File: config.mk
export PLATFORM = sky130hd
export DESIGN_NAME = fifo_wr_arbiter_flat
export DESIGN_NICKNAME = d
export VERILOG_FILES = /design/src/rtl/fifo_wr_arbiter_pkg.sv /design/src/rtl/fifo_wr_arbiter_if.sv /design/src/rtl/fifo_wr_arbiter_rr_pick.sv /design/src/rtl/fifo_wr_arbiter.sv /design/src/flat_wrapper.sv
export SDC_FILE = /design/constraint.sdc
export NUM_CORES = 1
export LEC_CHECK = 0
export ABC_AREA = 1
export CAP_MARGIN = 20
export CORE_UTILIZATION = 41
export CTS_CLUSTER_DIAMETER = 80
export CTS_CLUSTER_SIZE = 12
export DETAILED_ROUTE_END_ITERATION = 16
export GPL_TIMING_DRIVEN = 0
export PLACE_DENSITY = 0.85
export SYNTH_ARGS = -nofsm -noshare
export SYNTH_HDL_FRONTEND = slang
export SYNTH_SLANG_ARGS = --single-unit
File: constraint.sdc
create_clock -name clk -period 2.05 [get_ports clk]
set_input_delay 0.205 -clock clk [delete_from_list [all_inputs] [get_ports clk]]
set_output_delay 0.205 -clock clk [all_outputs]
set_load 0.01 [all_outputs]
File: src/rtl/fifo_wr_arbiter_pkg.sv
// ==== fifo_arb_pkg : shared types and helpers for the FIFO write arbiter (rev 1.0) ====
`default_nettype none

package fifo_arb_pkg;

  typedef enum logic {
    ST_IDLE = 1'b0,
    ST_HOLD = 1'b1
  } state_t;

  // Elaboration-time ceil(log2(v)), also used by the FIFO blocks
  function automatic int clog2(input int v);
    int r;
    r = 0;
    for (int i = 0; i < 31; i++) begin
      if ((1 << i) < v) r = i + 1;
    end
    return r;
  endfunction

endpackage

`default_nettype wire

File: src/rtl/fifo_wr_arbiter_if.sv
// ==== fifo_wr_arbiter_if : producer/FIFO write-side bundle of the arbiter (rev 1.0) ====
`default_nettype none

interface fifo_wr_arbiter_if
  import fifo_arb_pkg::*;
#(
  parameter int NREQ  = 4,
  parameter int WIDTH = 8
);
  localparam int OW = clog2(NREQ);

  logic [NREQ-1:0]       req;
  logic [NREQ*WIDTH-1:0] data_in;
  logic [NREQ-1:0]       gnt;
  logic                  fifo_full;
  logic                  fifo_wr;
  logic [WIDTH-1:0]      fifo_data;
  logic [OW-1:0]         owner;
  logic                  busy;

  modport master (
    output req, data_in, fifo_full,
    input  gnt, fifo_wr, fifo_data, owner, busy
  );

  modport slave (
    input  req, data_in, fifo_full,
    output gnt, fifo_wr, fifo_data, owner, busy
  );

endinterface

`default_nettype wire

File: src/rtl/fifo_wr_arbiter_rr_pick.sv
// ==== rr_pick : rotating priority encoder, first request after i_last (rev 1.0) ====
`default_nettype none

module rr_pick #(
  parameter int NREQ = 4,
  parameter int OW   = 2
) (
  input  logic [NREQ-1:0] i_req,
  input  logic [OW-1:0]   i_last,
  output logic            o_valid,
  output logic [OW-1:0]   o_idx
);

  logic [OW-1:0] w_pos;

  always_comb begin
    o_valid = 1'b0;
    o_idx   = '0;
    w_pos   = '0;
    for (int k = 1; k <= NREQ; k++) begin
      w_pos = OW'((int'(i_last) + k) % NREQ);
      if (!o_valid && i_req[w_pos]) begin
        o_valid = 1'b1;
        o_idx   = w_pos;
      end
    end
  end

endmodule

`default_nettype wire

File: src/rtl/fifo_wr_arbiter.sv
// ==== fifo_wr_arbiter : round-robin burst arbiter for one FIFO write port (rev 1.0) ====
`default_nettype none

module fifo_wr_arbiter
  import fifo_arb_pkg::*;
#(
  parameter int NREQ  = 4,
  parameter int WIDTH = 8,
  parameter int BURST = 4
) (
  input  logic             clk,
  input  logic             rst_n,
  fifo_wr_arbiter_if.slave bus
);

  localparam int OW = clog2(NREQ);
  localparam int CW = clog2(BURST + 1);

  state_t          r_state, w_state_nx;
  logic [OW-1:0]   r_last, w_last_nx;
  logic [OW-1:0]   r_owner, w_owner_nx;
  logic [CW-1:0]   r_cnt, w_cnt_nx;
  logic [NREQ-1:0] w_gnt_c, w_gnt;
  logic [WIDTH-1:0] w_data;
  logic            w_pick_vld;
  logic [OW-1:0]   w_pick;

  rr_pick #(.NREQ(NREQ), .OW(OW)) u_pick (
    .i_req  (bus.req),
    .i_last (r_last),
    .o_valid(w_pick_vld),
    .o_idx  (w_pick)
  );

  always_ff @(posedge clk or negedge rst_n) begin
    if (!rst_n) begin
      r_state <= ST_IDLE;
      r_last  <= OW'(NREQ - 1);
      r_owner <= '0;
      r_cnt   <= '0;
    end else begin
      r_state <= w_state_nx;
      r_last  <= w_last_nx;
      r_owner <= w_owner_nx;
      r_cnt   <= w_cnt_nx;
    end
  end

  always_comb begin
    w_state_nx = r_state;
    w_last_nx  = r_last;
    w_owner_nx = r_owner;
    w_cnt_nx   = r_cnt;
    w_gnt_c    = '0;
    case (r_state)
      ST_IDLE: begin
        if (w_pick_vld && !bus.fifo_full) begin
          w_gnt_c[w_pick] = 1'b1;
          w_owner_nx      = w_pick;
          w_cnt_nx        = CW'(1);
          if (BURST == 1) w_last_nx  = w_pick;
          else            w_state_nx = ST_HOLD;
        end
      end
      ST_HOLD: begin
        if (bus.req[r_owner]) begin
          // a full FIFO simply stalls the burst; nothing advances
          if (!bus.fifo_full) begin
            w_gnt_c[r_owner] = 1'b1;
            w_cnt_nx         = r_cnt + CW'(1);
            if (r_cnt == CW'(BURST - 1)) begin
              w_last_nx  = r_owner;
              w_state_nx = ST_IDLE;
            end
          end
        end else begin
          w_last_nx  = r_owner;
          w_state_nx = ST_IDLE;
        end
      end
      default: w_state_nx = ST_IDLE;
    endcase
  end

  // grant path is combinational, so it must also be masked by the async reset
  assign w_gnt = rst_n ? w_gnt_c : '0;

  always_comb begin
    w_data = '0;
    for (int i = 0; i < NREQ; i++) begin
      if (w_gnt[i]) w_data = w_data | bus.data_in[i*WIDTH +: WIDTH];
    end
  end

  assign bus.gnt       = w_gnt;
  assign bus.fifo_wr   = |w_gnt;
  assign bus.fifo_data = w_data;
  assign bus.owner     = r_owner;
  assign bus.busy      = (r_state == ST_HOLD);

endmodule

`default_nettype wire

File: src/flat_wrapper.sv
// flat-port wrapper written by rule: the top's interface ports become plain ports
module fifo_wr_arbiter_flat import fifo_arb_pkg::*;
#(
  parameter int NREQ  = 4,
  parameter int WIDTH = 8,
  parameter int BURST = 4
)
  (clk, rst_n, bus_req, bus_data_in, bus_fifo_full, bus_gnt, bus_fifo_wr, bus_fifo_data, bus_owner, bus_busy);
  fifo_wr_arbiter_if #(.NREQ(NREQ), .WIDTH(WIDTH)) bus_i ();
  input  logic clk;
  input  logic rst_n;
  input wire logic [$bits(bus_i.req)-1:0] bus_req;
  input wire logic [$bits(bus_i.data_in)-1:0] bus_data_in;
  input wire logic [$bits(bus_i.fifo_full)-1:0] bus_fifo_full;
  output wire logic [$bits(bus_i.gnt)-1:0] bus_gnt;
  output wire logic [$bits(bus_i.fifo_wr)-1:0] bus_fifo_wr;
  output wire logic [$bits(bus_i.fifo_data)-1:0] bus_fifo_data;
  output wire logic [$bits(bus_i.owner)-1:0] bus_owner;
  output wire logic [$bits(bus_i.busy)-1:0] bus_busy;
  assign bus_i.req = bus_req;
  assign bus_i.data_in = bus_data_in;
  assign bus_i.fifo_full = bus_fifo_full;
  assign bus_gnt = bus_i.gnt;
  assign bus_fifo_wr = bus_i.fifo_wr;
  assign bus_fifo_data = bus_i.fifo_data;
  assign bus_owner = bus_i.owner;
  assign bus_busy = bus_i.busy;
  fifo_wr_arbiter #(.NREQ(NREQ), .WIDTH(WIDTH), .BURST(BURST)) u_core (.clk(clk), .rst_n(rst_n), .bus(bus_i));
endmodule
==> results of run 1 <==
[how the worst max path moves through the flow]
| stage | endpoint | startpoint | slack, ns |
|---|---|---|---|
| after floorplan | bus_fifo_data[1] | u_core.r_last[0] | 0.09 |
| after global placement | bus_fifo_data[4] | bus_req[2] | -0.74 |
| after CTS | bus_fifo_data[7] | u_core.r_last[0] | -0.54 |
| after detailed placement | bus_fifo_data[3] | bus_req[3] | -0.75 |
| after global routing | bus_fifo_data[1] | u_core.r_last[0] | -0.71 |
| final | bus_fifo_data[1] | u_core.r_last[0] | -0.59 |
[cell families (layout without fill, tap and decap cells)]
group                    count (synthesis)  count (layout)  share of synthesized area
AND/OR/NAND/NOR                        139             141                      0.602
flip-flops                               8               8                      0.164
buffers and inverters                   42             118                      0.152
AO/OA/AOI/OAI                           11              12                     0.0609
adder cells (fa/ha/maj)                  2               2                     0.0203
[area by class of cell]
class | count | share of cell area
multi-input combinational | 155 | 0.492
timing repair buffer | 72 | 0.299
buffer | 7 | 0.0198
clock buffer | 4 | 0.0119
sequential | 8 | 0.0917
inverter | 35 | 0.0685
tap | 31 | 0.0175
[power groups by stage]
stage	sequential (mW)	combinational (mW)	clock, mW
global placement	0.285	1.75	0
global route	0.300	2.74	0.139
finish	0.293	2.56	0.125
detailed placement	0.288	1.79	0
floorplan	0.294	1.22	0
CTS	0.288	2.27	0.131
[worst max-delay path, stage by stage (launching register included)]
cell and delay [ns]:
dfstp_2 0.53, buf_6 0.14, inv_8 0.05, buf_6 0.12
nand2_2 0.06, nand3_2 0.06, nand2_2 0.11, nand4_1 0.10
nand2_1 0.10, inv_2 0.05, nand2_4 0.11, nand3_2 0.11
nand2_4 0.09, buf_4 0.13, nand3_1 0.09, nand2_1 0.10
inv_1 0.05, nand2_1 0.05, buf_2 0.13
[stage by stage]
stage	setup TNS, ns	power, mW
5_1_grt	-7.68	3.18
3_5_place_dp	-8.77	2.07
2_1_floorplan	0	1.51
4_1_cts	-5.97	2.69
6_report	-6.19	2.98
3_3_place_gp	-8.69	2.03
[layout by cell type, fill, tap and decap left out, drive strengths merged]
master	count
a21boi	1
nand3	46
inv	34
o21ai	6
clkinv	1
dfrtp	6
clkdlybuf4s50	41
dfstp	2
a21oi	3
buf	35
nand2	83
clkbuf	7
a22o	1
nor2	8
o21bai	1
ha	2
nand4	4
[state kept, by name, indices dropped and copies added, names as in the netlist]
name              count
u_core.r_cnt          3
u_core.bus.owner      2
u_core.r_last         2
u_core.bus.busy       1
[repair_timing]
| action | 4_1_cts | 5_1_grt |
|---|---|---|
| resized for setup | 83 | 39 |
| gates cloned | 3 | 0 |
| pin swaps | 27 | 20 |
| setup buffers | 14 | 4 |
| endpoints found under the setup margin | 13 | 16 |
[per-layer routing]
layer / global-route usage / vias up / part of all wire
li1: - / 801 / -
met1: 0.321 / 777 / 0.38
met2: 0.544 / 55 / 0.55
met3: 0.0438 / 13 / 0.047
met4: 0.0871 / 0 / 0.022
met5: 0 / - / 0
==> run_results.csv, run 1 <==
group,metric,value,unit
timing,finalSetupViolCount,13,
yosys,synth.largest_area_cell,"nand2_1",
yosys,synth_top_area_frac,0.177,
power,switchingPower,1.59,mW
grt,grt_usage,0.285,
yosys,synth_area_leaders,"nand2_1 18%, nand3_1 17%, dfrtp_1 12%",
cts,clkTransAtPathRegs,0.05,ns
power,peakVddDrop,0.997,mV
yosys,syn-instance-count,202,
placed_design,numPortBuffers,54,
critical_path,arrival,2.44,ns
critical_path,crit_path_end_kind,"primary output",
power,seq_power_share,0.098,
timing,worst_slack,-0.591,ns
routing,vias_per_cell,5.28,
power,powerDensity,1350,nW/um^2
floorplanning,die_w,56.8,um
yosys,synth.most_common_cell,"nand2_1",
timing,fin_skew,0.000386,ns
floorplanning,die_h,56.8,um
grt,antenna_found_initial,0,
floorplanning,core,2810,um^2
power,p_int,1.39,mW
cts,root_buffer,"clkbuf_4",
routing,num_vias,1646,
yosys,synth_edf_count,0,
grt,grt_overflow,0,
yosys,synth_fp_nets,243,
yosys,ys_seq_elements,8,
critical_path,worstPathRequired,1.85,ns
final_layout,final_cells,312,
critical_path,r2r_start,"u_core.r_last[0]",
routing,ant_nets,0,
worst_hold_path,hold_path.class,"in2async",
yosys,yosysWarnings,0,
grt,grt_start_max_net_pins,11,
placed_design,dp_cells,287,
final_layout,final_layout_size_suffix_gt1_frac,0.423,
final_layout,layout.nets,323,
power,comb_power_share,0.860,
yosys,synth.distinct_cells,27,
routing,drt_iter0_drc,59,
cts,cts_max_path_buffers,2,
critical_path,start_kind,"flop",
yosys,netlist_area,1230,um^2
final_layout,final_cell_area,2210,um^2
yosys,syn_area_per_cell,6.10,um^2
timing,period_share,1.29,
critical_path,r2r_setup_slack,0.12,ns
placed_design,dp_hpwl,2.75,mm
outcome,status,"finished with violations",
cts,clk_latency,0.25,ns
timing,maxSlewViolCount,0,
critical_path,critPathMaxFanout,8,
yosys,synth_common_cells,"58 x nand2_1, 42 x nand3_1, 25 x inv_1",
routing,drt-total-wl,4.68,mm
final_layout,fin_util,0.788,
placed_design,place_area,1810,um^2
timing,max_freq,379,MHz
routing,avgRoutedWirePerCell,15.0,um
final_layout,antennaDiodeCount,0,
floorplanning,initial_utilization,0.439,
critical_path,r2r_end,"u_core.r_cnt[0]",
floorplanning,dieArea,3230,um^2
cts,htree_levels,1,
final_layout,multi_input_area,1090,um^2
grt,grt_pass1_wl,7.21,mm
grt,first_global_vias,1638,
final_layout,syn_to_final_growth,79.4,%
floorplanning,boundaryPins,55,
placed_design,pre_cts_ws,-0.751,ns
placed_design,place_congestion,0.862,
timing,rsz0062_at_grt,"true",
yosys,synthArstFlopShare,1.00,
final_layout,fillers,190,
power,p_sw_frac,0.535,
final_layout,regArea,203,um^2
critical_path,worstSetupPathType,"reg2out",
timing,relSlewSlack,0.596,
cts,clock_sinks,8,
routing,drc,0,
outcome,violations,"negative setup slack",
timing,min_period,2.64,ns
floorplanning,rows,19,
timing,hold_violations,0,
yosys,yosysSeqAreaShare,0.164,
cts,hold_buffers,0,
flow_run,cap_violations,0,
cts,cts_tree,"yes",
yosys,ys.flop_type,"dfrtp_1",
power,p_leak,1.10,nW
cts,cts_buffers,3,
routing,drt_first_pass_iters,4,
timing,max_slew.worst_pin.slew,0.606,ns
timing,worst_hold_slack,0.241,ns
power,p_clk_frac,0.042,
critical_path,ff2ff_path_depth,11,
Note: power is estimated with default switching activity, not from simulation.
==> inputs of run 2 (changes only) <==
- CTS_BUF_LIST: default -> sky130_fd_sc_hd__clkbuf_4 sky130_fd_sc_hd__clkbuf_8 sky130_fd_sc_hd__clkbuf_16
==> run_results.csv, run 2 (same netlist as run 1, synthesis figures left out) <==
group,metric,value,unit
routing,drc,0,
cts,hold_buffers,0,
cts,root_buffer,"clkbuf_4",
critical_path,worstSetupPathType,"reg2out",
timing,worst_slack,-0.593,ns
cts,htree_levels,1,
timing,relSlewSlack,0.597,
timing,rsz0062_at_grt,"true",
placed_design,pre_cts_ws,-0.751,ns
outcome,violations,"negative setup slack",
timing,maxSlewViolCount,0,
routing,avgRoutedWirePerCell,15.0,um
timing,fin_skew,0.000820,ns
final_layout,final_layout_size_suffix_gt1_frac,0.427,
critical_path,critical-path-max-stage-delay,0.53,ns
cts,cts_max_path_buffers,2,
critical_path,crit_buf_inv,7,
final_layout,antennaDiodeCount,0,
cts,cts_tree,"yes",
final_layout,syn_to_final_growth,79.7,%
power,peakVddDrop,0.992,mV
timing,worst_hold_slack,0.242,ns
grt,grt_overflow,0,
routing,vias_per_cell,5.29,
grt,grt_pass1_wl,7.16,mm
routing,wl_met1,1.79,mm
cts,clkTransAtPathRegs,0.05,ns
floorplanning,core,2810,um^2
critical_path,arrival,2.44,ns
placed_design,place_congestion,0.862,
power,powerDensity,1350,nW/um^2
critical_path,worstPathCellList,"buf_6, inv_8, buf_6, nand2_2, nand3_2, nand2_2, nand4_1, nand2_1, inv_2, nand2_4, nand3_2, nand2_4, buf_4, nand3_1, nand2_1, inv_1, nand2_1, buf_2",
timing,hold_violations,0,
critical_path,worstPathRequired,1.85,ns
routing,drt-total-wl,4.67,mm
floorplanning,rows,19,
routing,route.met2.wl,2.53,mm
critical_path,critPathMaxFanout,8,
floorplanning,dieArea,3230,um^2
placed_design,dp_hpwl,2.75,mm
grt,first_global_vias,1628,
grt,grt_start_max_net_pins,11,
critical_path,crit_path_end_kind,"primary output",
flow_run,cap_violations,0,
critical_path,start_kind,"flop",
final_layout,mostFrequentLayoutCells,"44 x nand2_1, 41 x clkdlybuf4s50_1, 28 x nand3_1, 21 x inv_1, 19 x nand2_4",
grt,grt_usage,0.282,
routing,drt_iter0_drc,53,
timing,min_period,2.64,ns
grt,antenna_found_initial,0,
timing,max_freq,378,MHz
routing,ant_nets,0,
final_layout,largest_reg_flops,3,
floorplanning,die_h,56.8,um
final_layout,final_common_cell,"nand2_1",
timing,max_slew.worst_pin.slew,0.604,ns
critical_path,cpMostUsedCell,"nand2_1",
cts,clk_latency,0.25,ns
cts,cts_buffers,3,
outcome,status,"finished with violations",
floorplanning,die_w,56.8,um
power,p_leak,1.11,nW
cts,clock_sinks,8,
power,design_power_total,2.99,mW
critical_path,cpMaxStageDelayCell,"dfstp_2",
final_layout,layout.nets,323,
critical_path,cp_top_family,"simple AND/OR/NAND/NOR gates",
timing,finalSetupViolCount,13,
floorplanning,initial_utilization,0.439,
final_layout,regMostFlops,"u_core.r_cnt",
worst_hold_path,hold_path.class,"in2async",
routing,num_vias,1650,
placed_design,numPortBuffers,54,
floorplanning,boundaryPins,55,
final_layout,fillers,189,
timing,period_share,1.29,
routing,drt_first_pass_iters,4,
routing,highest_layer,"met4",
routing,route.met3.wl,231,um
## run 2: cell counts in the layout (fill, tap and decap cells not counted)
Identical to the previous run, type by type.
## run 2: repair_timing
item	CTS	global route
pin swaps	27	20
setup endpoints to repair	13	16
buffers inserted	14	4
resized for setup	83	39
cloned	3	0
## run 2: worst reg2reg max path: stages, from the launching register on
cell     delay [ns]
dfstp_2        0.53
buf_6          0.14
nand2_1        0.15
nand3_2        0.13
nand2_4        0.07
nor2_8         0.13
nand3_4        0.10
nand2_4        0.12
inv_8          0.06
buf_4          0.14
nor2_2         0.13
nand2_1        0.07
o21ai_0        0.07
## run 2: final cells by class
type | count | area (um^2) | area share
Multi-Input combinational cell | 155 | 1090 | 0.491
Timing Repair Buffer | 72 | 661 | 0.298
Sequential cell | 8 | 203 | 0.0915
Inverter | 35 | 151 | 0.0684
Buffer | 7 | 43.8 | 0.0198
Tap cell | 31 | 38.8 | 0.0175
Clock buffer | 4 | 30.0 | 0.0136
## run 2: power breakdown
group / switching, mW / total, mW / leakage (nW) / internal [mW]
sequential: 0.0561 / 0.293 / 0.0962 / 0.237
combinational: 1.49 / 2.56 / 0.993 / 1.08
clock: 0.0502 / 0.138 / 0.0184 / 0.0874
## run 2: worst paths after layout
path	cells past startpoint	from	slack, ns	endpoint
max	18	u_core.r_last[0]	-0.59	bus_fifo_data[1]
min	1	rst_n	0.24	u_core.r_cnt[1]
max reg2reg	12	u_core.r_last[0]	0.13	u_core.r_cnt[2]
min reg2reg	2	u_core.r_cnt[2]	0.49	u_core.r_cnt[2]
max in group asynchronous	1	rst_n	1.50	u_core.r_last[1]
min in group clk	2	u_core.r_cnt[2]	0.49	u_core.r_cnt[2]
## run 2: metrics by stage
stage / cells / cell area (um^2) / setup TNS [ns] / utilization
2_1_floorplan: 202 / 1230 / 0 / -
3_3_place_gp: 287 / 1810 / -8.69 / 0.646
3_5_place_dp: 287 / 1810 / -8.77 / 0.646
4_1_cts: 308 / 2050 / -5.97 / 0.732
5_1_grt: 312 / 2210 / -7.68 / 0.789
6_report: 312 / 2210 / -6.20 / 0.789
## run 2: layer usage
metal  GRT usage  vias up
li1            -      801
met1       0.320      772
met2       0.536       62
met3      0.0438       15
met4      0.0871        0
met5           0        -
==> inputs of run 3 (changes only) <==
- SLEW_MARGIN: default -> 15
==> results of run 3 <==
Final layout, timing and power as in run 2 (identical DEF).
